### src/rtl/regfile_pkg.sv
// Shared types and sizes for the register-file writeback path.
//   REG_ADDR_W : width of a register address
//   DATA_W     : width of a register word
//   NUM_REGS   : number of architectural registers (one scoreboard bit each)
//   port_id_t  : identifies which writeback requester was granted
package regfile_pkg;

  localparam int REG_ADDR_W = 4;
  localparam int DATA_W     = 16;
  localparam int NUM_REGS   = 16;

  typedef logic [REG_ADDR_W-1:0] reg_addr_t;
  typedef logic [DATA_W-1:0]     word_t;

  typedef enum logic {
    PORT_ALU = 1'b0,
    PORT_LD  = 1'b1
  } port_id_t;

endpackage

### src/rtl/regfile_wb_scheduler_if.sv
// Writeback request bundle for the two requesters (ALU on port 0, load unit
// on port 1). Each port is a valid/ready handshake carrying a destination
// register and write data.
//   master : requester side  (drives valid/wa/data, receives ready)
//   slave  : scheduler side  (receives valid/wa/data, drives ready)
interface regfile_wb_scheduler_if;
  import regfile_pkg::*;

  logic      req0_valid;
  reg_addr_t req0_wa;
  word_t     req0_data;
  logic      req0_ready;

  logic      req1_valid;
  reg_addr_t req1_wa;
  word_t     req1_data;
  logic      req1_ready;

  modport master (
    output req0_valid, req0_wa, req0_data,
    input  req0_ready,
    output req1_valid, req1_wa, req1_data,
    input  req1_ready
  );

  modport slave (
    input  req0_valid, req0_wa, req0_data,
    output req0_ready,
    input  req1_valid, req1_wa, req1_data,
    output req1_ready
  );

endinterface

### src/rtl/rr_arbiter2.sv
// Two-way round-robin arbiter.
//   clk, rst_n : clock, asynchronous active-low reset
//   req[1:0]   : request per port (bit 0 = ALU, bit 1 = load unit)
//   gnt[1:0]   : one-hot grant, combinational from req and last_grant;
//                a grant is only ever given to a requesting port and is
//                forced to 0 while reset is asserted.
// last_grant remembers the most recently granted port; on a tie the other
// port wins. It resets to PORT_LD so the ALU wins the first tie.
module rr_arbiter2
  import regfile_pkg::*;
(
  input  logic       clk,
  input  logic       rst_n,
  input  logic [1:0] req,
  output logic [1:0] gnt
);

  port_id_t   last_grant;
  logic [1:0] gnt_raw;

  always_comb begin
    gnt_raw = 2'b00;
    case (req)
      2'b01:   gnt_raw = 2'b01;
      2'b10:   gnt_raw = 2'b10;
      2'b11:   gnt_raw = (last_grant == PORT_LD) ? 2'b01 : 2'b10;
      default: gnt_raw = 2'b00;
    endcase
  end

  // Ready must read 0 during reset even though the requesters may be valid.
  assign gnt = gnt_raw & {2{rst_n}};

  // Any grant is a completed transfer, since grant implies valid.
  always_ff @(posedge clk or negedge rst_n) begin
    if (!rst_n) begin
      last_grant <= PORT_LD;
    end else if (|gnt) begin
      last_grant <= gnt[0] ? PORT_ALU : PORT_LD;
    end
  end

endmodule

### src/rtl/regfile_wb_scheduler.sv
// Register-file writeback scheduler with issue scoreboard.
//   clk, rst_n        : clock, asynchronous active-low reset
//   wb (slave)        : two writeback request ports (ALU, load unit)
//   issue_valid/_wa   : an instruction issuing that will write issue_wa
//   issue_stall       : issue_wa already has a write outstanding
//   rd_a1, rd_a2      : decode-stage read addresses
//   hazard            : either read address has a write outstanding
//   rf_wa/rf_data/rf_we : registered write port into the register file
//   pending           : scoreboard, one bit per register
// One request is accepted per cycle (round-robin on contention) and is
// presented to the register file on the following cycle. A register's
// pending bit sets when a writer issues and clears on the edge that commits
// a write to it; a simultaneous re-issue keeps it set.
module regfile_wb_scheduler
  import regfile_pkg::*;
(
  input  logic                    clk,
  input  logic                    rst_n,
  regfile_wb_scheduler_if.slave   wb,
  input  logic                    issue_valid,
  input  reg_addr_t               issue_wa,
  output logic                    issue_stall,
  input  reg_addr_t               rd_a1,
  input  reg_addr_t               rd_a2,
  output logic                    hazard,
  output reg_addr_t               rf_wa,
  output word_t                   rf_data,
  output logic                    rf_we,
  output logic [NUM_REGS-1:0]     pending
);

  logic [1:0]          req;
  logic [1:0]          gnt;
  logic                vld_p0;
  reg_addr_t           wa_p0;
  word_t               data_p0;
  logic                vld_p1;
  reg_addr_t           wa_p1;
  word_t               data_p1;
  logic [NUM_REGS-1:0] pending_q;
  logic [NUM_REGS-1:0] pending_d;

  assign req = {wb.req1_valid, wb.req0_valid};

  rr_arbiter2 u_arb (
    .clk   (clk),
    .rst_n (rst_n),
    .req   (req),
    .gnt   (gnt)
  );

  assign wb.req0_ready = gnt[0];
  assign wb.req1_ready = gnt[1];

  // Stage p0: select the granted request
  assign vld_p0  = |gnt;
  assign wa_p0   = gnt[1] ? wb.req1_wa   : wb.req0_wa;
  assign data_p0 = gnt[1] ? wb.req1_data : wb.req0_data;

  // Stage p1: registered write port; address/data hold when idle
  always_ff @(posedge clk or negedge rst_n) begin
    if (!rst_n) begin
      vld_p1  <= 1'b0;
      wa_p1   <= '0;
      data_p1 <= '0;
    end else begin
      vld_p1 <= vld_p0;
      if (vld_p0) begin
        wa_p1   <= wa_p0;
        data_p1 <= data_p0;
      end
    end
  end

  assign rf_we   = vld_p1;
  assign rf_wa   = wa_p1;
  assign rf_data = data_p1;

  assign issue_stall = issue_valid & pending_q[issue_wa];
  assign hazard      = pending_q[rd_a1] | pending_q[rd_a2];

  // Clear is applied before set so a same-edge set of the same register wins.
  // A commit to a register that is not pending clears a bit that is already 0.
  always_comb begin
    pending_d = pending_q;
    if (vld_p1) begin
      pending_d[wa_p1] = 1'b0;
    end
    if (issue_valid && !issue_stall) begin
      pending_d[issue_wa] = 1'b1;
    end
  end

  always_ff @(posedge clk or negedge rst_n) begin
    if (!rst_n) begin
      pending_q <= '0;
    end else begin
      pending_q <= pending_d;
    end
  end

  assign pending = pending_q;

endmodule

### src/flat_wrapper.sv
// flat-port wrapper written by rule: the top's interface ports become plain ports
module regfile_wb_scheduler_flat import regfile_pkg::*;
  (clk, rst_n, issue_valid, issue_wa, issue_stall, rd_a1, rd_a2, hazard, rf_wa, rf_data, rf_we, pending, wb_req0_valid, wb_req0_wa, wb_req0_data, wb_req0_ready, wb_req1_valid, wb_req1_wa, wb_req1_data, wb_req1_ready);
  regfile_wb_scheduler_if wb_i ();
  input  logic clk;
  input  logic rst_n;
  input  logic issue_valid;
  input  reg_addr_t issue_wa;
  output logic issue_stall;
  input  reg_addr_t rd_a1;
  input  reg_addr_t rd_a2;
  output logic hazard;
  output reg_addr_t rf_wa;
  output word_t rf_data;
  output logic rf_we;
  output logic [NUM_REGS-1:0] pending;
  input wire logic [$bits(wb_i.req0_valid)-1:0] wb_req0_valid;
  input wire logic [$bits(wb_i.req0_wa)-1:0] wb_req0_wa;
  input wire logic [$bits(wb_i.req0_data)-1:0] wb_req0_data;
  output wire logic [$bits(wb_i.req0_ready)-1:0] wb_req0_ready;
  input wire logic [$bits(wb_i.req1_valid)-1:0] wb_req1_valid;
  input wire logic [$bits(wb_i.req1_wa)-1:0] wb_req1_wa;
  input wire logic [$bits(wb_i.req1_data)-1:0] wb_req1_data;
  output wire logic [$bits(wb_i.req1_ready)-1:0] wb_req1_ready;
  assign wb_i.req0_valid = wb_req0_valid;
  assign wb_i.req0_wa = wb_req0_wa;
  assign wb_i.req0_data = wb_req0_data;
  assign wb_req0_ready = wb_i.req0_ready;
  assign wb_i.req1_valid = wb_req1_valid;
  assign wb_i.req1_wa = wb_req1_wa;
  assign wb_i.req1_data = wb_req1_data;
  assign wb_req1_ready = wb_i.req1_ready;
  regfile_wb_scheduler u_core (.clk(clk), .rst_n(rst_n), .wb(wb_i), .issue_valid(issue_valid), .issue_wa(issue_wa), .issue_stall(issue_stall), .rd_a1(rd_a1), .rd_a2(rd_a2), .hazard(hazard), .rf_wa(rf_wa), .rf_data(rf_data), .rf_we(rf_we), .pending(pending));
endmodule
### config.mk
export PLATFORM = sky130hd
export DESIGN_NAME = regfile_wb_scheduler_flat
export DESIGN_NICKNAME = d
export VERILOG_FILES = /design/src/rtl/regfile_pkg.sv /design/src/rtl/regfile_wb_scheduler_if.sv /design/src/rtl/rr_arbiter2.sv /design/src/rtl/regfile_wb_scheduler.sv /design/src/flat_wrapper.sv
export SDC_FILE = /design/constraint.sdc
export NUM_CORES = 1
export LEC_CHECK = 0
export CORE_MARGIN = 4
export CORE_UTILIZATION = 40
export CTS_CLUSTER_DIAMETER = 150
export DETAILED_ROUTE_END_ITERATION = 10
export PLACE_DENSITY = 0.87
export SLEW_MARGIN = 10
export SYNTH_ARGS = -nofsm -noshare
export SYNTH_HDL_FRONTEND = slang
export SYNTH_SLANG_ARGS = --single-unit
export TNS_END_PERCENT = 10
### constraint.sdc
create_clock -name clk -period 7.9 [get_ports clk]
set_input_delay 2.37 -clock clk [delete_from_list [all_inputs] [get_ports clk]]
set_output_delay 2.37 -clock clk [all_outputs]
set_load 0.05 [all_outputs]
# Yosys cells after proc, flatten, opt, wreduce, memory -nomap -nowiden
# Index checks and enable logic that the tools add are counted.
# classes
n_addsub	0
mul	0
div_mod_pow	0
order_cmp	6
eq_ne	3
shift	0
mux	17
n_bitwise	6
n_reduce_logical	5
# ops
cell	n
16-bit 2-to-1 mux	3
4-bit by 5-bit < comparator with 1-bit output (second input constant)	4
16-bit bitwise AND	1
16-bit NOT	1
16-bit OR	1
1-bit binary-select mux with 4-bit select	3
1-bit demux with 4-bit select	2
4-bit by 1-bit greater-or-equal comparator with 1-bit output (second input constant)	2
1-bit 2-to-1 mux	6
2-bit one-hot mux with 3 select lines	1
2-bit equality test (second input constant)	2
4-bit 2-to-1 mux	1
1-bit logical AND	3
2-bit bitwise AND	1
2-bit by 1-bit equality test with 1-bit output (second input constant)	1
2-bit 2-to-1 mux	1
2-bit OR reduction	1
1-bit bitwise AND	1
1-bit zero test	1
1-bit OR	1
# word_totals
register_bits	38
latchBits	0
ram_bits	0
rom_bits	0
input_bits	57
output_inout_bits	41
wordCells	42
n_memories	0

# Depth between registers and ports, before layout
# depth
depth_word	9
depth_mapped	5
ltp_nobuf	4

# Modules after synthesis
# Synthesis repeated with hierarchy kept, for this count alone.
# unflattened
cells_unflattened	192
area_unflattened_um2	2088.3
# by_module_without_submodules
mod	n_inst	cells_per_inst	area_each_um2	seq_area_each_um2
regfile_wb_scheduler	1	184	2025.7	925.9
rr_arbiter2	1	8	62.6	26.3

# Worst setup path before layout
# Ideal clock, no wire load.
# synth_timing
path_type	in2out
start	in rd_a2[0]
end	out hazard
arrival_ps	3973
required_time_ps	5530
path_slack_ps	1557
stages	4
path_buffers	0
cell_sequence	mux4_2 > mux2i_1 > and2_1 > o21ai_0
# synth_between
elab_chain_len	3
# synth_lines
item	line_no	rtl
from (decl)	flat_wrapper.sv:11	input reg_addr_t rd_a2;
1-bit binary-select mux with 4-bit select	regfile_wb_scheduler.sv:80	assign hazard = pending_q[rd_a1] | pending_q[rd_a2];
1-bit 2-to-1 mux (implied by the code)	regfile_wb_scheduler.sv:80	
1-bit OR	regfile_wb_scheduler.sv:80	
to (decl)	flat_wrapper.sv:12	output logic hazard;
# Every way passes these cells. The select of a mux whose other input is x is not followed.

# Worst setup path in the final report
# layout_timing
start	in issue_wa[0]
end	out issue_stall
# layout_between
elab_chain_len	3
# layout_lines
item	line_no	rtl
from (decl)	flat_wrapper.sv:8	input reg_addr_t issue_wa;
1-bit binary-select mux with 4-bit select	regfile_wb_scheduler.sv:79	assign issue_stall = issue_valid & pending_q[issue_wa];
1-bit 2-to-1 mux (implied by the code)	regfile_wb_scheduler.sv:79	
1-bit bitwise AND	regfile_wb_scheduler.sv:79	
to (decl)	flat_wrapper.sv:9	output logic issue_stall;
# Every way passes these cells. The select of a mux whose other input is x is not followed.

==> metrics.md <==
| Metric | Value |
|---|---|
| Final antenna diode count | 0 |
| Data required time at the worst endpoint | 5.53 ns |
| Number of vias after detailed routing | 1,907 |
| Pin count of the biggest net entering global routing | 24 |
| Clock transition at the register clock pins on the worst setup and hold paths after CTS | 0.07 ns |
| Maximum operating frequency | 137 MHz |
| Cell Pwr Density | 342 nW/um2 |
| Number of clock buffers inserted by TritonCTS | 5 |
| Cell variety after synth | 28 |
| Core region area | 4750 um2 |
| Transition time of the tightest slew-check pin | 0.701 ns |
| First-pass GRT wire length | 9310 um |
| Final period utilization | 92.6% |
| Synthesized netlist net count | 248 |
| Sequential element share of the synthesized area | 48.2% |
| Hold Crit Class | register to register |
| Worst Path Max Fanout | 8 |
| Number of nets still failing antenna checks after routing | 0 |
| Leakage dissipation | 1.20 nW |
| Synthesized netlist cell count | 191 |
| Total Power Consumption | 0.00108 W |
| Final layout net count | 345 |
| IO Port Bufs | 97 |
| Grt ovf | 0 |
| Arrival @ worst endpoint | 4.94 ns |
| Vertical die dimension | 78.3 um |
| IR Drop Worst-Case VDD | 174 uV |
| Clock buffer depth | 2 |
| Drt initial violations | 118 |
| R2R setup slack | 6.28 ns |
| Max-slew violations | 0 |
| Vias in the first global route | 2,006 |
| CTS H-tree lvls | 2 |
| Headroom to the max-slew limit | 53.3% |
| Horizontal extent of the die | 78.3 um |
| Final hold vios | 0 |
| Status | complete, no violations |
| FF-to-FF path depth | 3 |
| Initial core utilization | 41.5% |
| Worst Setup Start Kind | input pin |
| Hold wc startpoint | u_core.rf_data[7] |
| Placed wire-length estimate | 4410 um |
| Combined area of all synthesized cells | 1970 um2 |
| Via density per instance | 5.36 |
| Clock tree from TritonCTS | yes |
| Signed area change from the synthesized netlist to the final layout | 59.3% |
| Clock skew | 0.00382 ns |
| Resized Gates After CTS | 0 |
| Number of I/O pins | 98 |
| Number of cells on the worst hold path | 2 |
| Sum of negative setup slack | 0 ns |
| Shortest clock period the worst path allows after layout | 7.31 ns |
| Root buf cell | clkbuf_8 |
| Fraction of final layout cells with drive strength greater than 1 | 10.0% |
| Number of warnings reported in the yosys synthesis log | 0 |
| Clock sink count | 38 |
| Crit Path Class | input pin to output pin |
| Sort of element at the end of the critical path | output pin |
| Hold Path Sink | u_core.rf_data[7] |
| Insertion delay to the later sink of the worst-skew pair | 0.29 ns |
| Worst R2R Start | u_core.pending[7] |
| Max-cap violation count | 0 |
| Final Setup Violations | 0 |
| Total die area | 6120 um2 |
| Number of hold buffers added after CTS | 0 |
| Fill cell total of the finished layout | 388 |
| Critical path origin | issue_wa[0] |
| Total wire length after detailed routing | 5600 um |
| Worst R2R End | u_core.pending[6] |
| Mean Syn Cell Area | 10.3 um2 |
| Routability cong. | 0.914 |
| Row Count | 25 |
| Setup fix buffers added after clock tree synthesis | 0 |
| Initial antenna violation count | 0 |
| Overall global routing resource usage | 19.5% |
| Wirelength per Cell | 15.7 um |
| DR DRC count | 0 |
| Drt pass-1 iters | 4 |
| #FFs+latches synth | 38 |
| Setup repair after global routing missed its margin | no |
## cells in the mapped netlist (all sizes together)
cell type	n	share of area, %
a21oi	1	0.25
or3b	3	1.3
o211ai	1	0.38
o21ai	32	8.1
o31ai	1	0.38
and2	2	0.63
mux2i	3	1.5
a31oi	1	0.32
clkbuf	9	1.7
nand3	4	1.0
or2	1	0.32
o22ai	20	6.3
nand2	3	0.57
mux4	13	15
nor2b	1	0.32
inv	3	0.57
dfrtp	37	47
a211oi	1	0.38
nor2	41	7.8
or3	1	0.32
dfstp	1	1.3
mux2	1	0.57
o21a	1	0.38
nand3b	5	1.9
nand2b	4	1.3
buf	1	0.57
## through the flow
stage	cells	hold WS, ns	utilization [%]	cell area, um2	setup slack (ns)
after floorplan	191	0.511	-	1970	1.56
after global placement	348	0.488	63.1	3000	0.620
after detailed placement	348	0.500	63.1	3000	0.582
after CTS	356	0.516	66.1	3140	0.581
after global routing	356	0.556	66.1	3140	0.494
final	356	0.510	66.1	3140	0.587
## worst max-delay path, cell delays in order
cell             delay, ns
clkdlybuf4s50_1       0.69
mux4_2                0.56
mux4_2                0.46
and2_1                0.16
clkdlybuf4s50_1       0.70
## routing by layer
layer	routed length, um	share of wire, %	global-route usage, %
met4	77	1.4	7.69
met5	0	0	0
met1	2290	41	22.6
met3	681	12	8.37
met2	2550	46	31.8
## final cells by class
type	instances	area, um2	area share [%]
Timing Repair Buffer	100	988	31.4
Multi-Input combinational cell	140	966	30.7
Sequential cell	38	952	30.3
Tap cell	67	83.8	2.67
Clock buffer	6	82.6	2.63
Clock inverter	2	60.1	1.91
Inverter	3	11.3	0.358
## registers in the layout (all words and copies together) (netlist names)
register                 flops
u_core.pending              16
u_core.rf_data              16
u_core.rf_wa                 4
u_core.rf_we                 1
u_core.u_arb.last_grant      1
## cell families (layout without fill, tap and decap cells)
group,Yosys count,in the layout,share of synthesized area (%)
flip-flops,38,38,48.2
buffers and inverters,13,111,2.85
AO/OA/AOI/OAI,58,58,16.5
multiplexers,17,17,16.9
AND/OR/NAND/NOR,65,65,15.5
## report_power, final
| part | internal [W] | total, W | switching (W) |
|---|---|---|---|
| logic | 0.000221 | 0.000545 | 0.000324 |
| clock network | 0.000135 | 0.000202 | 0.0000670 |
| registers | 0.000254 | 0.000329 | 0.0000757 |
## how the worst max path moves through the flow
stage,endpoint,slack [ns],cells after the start
after global routing,issue_stall,0.49,5
final,issue_stall,0.59,5
after detailed placement,issue_stall,0.58,5
after CTS,issue_stall,0.58,5
after global placement,issue_stall,0.62,5
after floorplan,hazard,1.56,4
## placed cells by master (no fill, tap or decap), types with 3 or more instances in the layout
cell,Yosys,final
buf_4,0,3
clkbuf_8,0,6
clkdlybuf4s50_1,0,96
dfrtp_1,37,37
inv_1,3,3
mux2i_1,3,3
mux4_2,13,13
nand2_1,3,3
nand2b_1,4,4
nand3_1,4,4
nand3b_1,5,5
nor2_1,41,41
o21ai_0,27,27
o21ai_1,5,5
o22ai_1,20,20
Note: power is estimated with default switching activity, not from simulation.
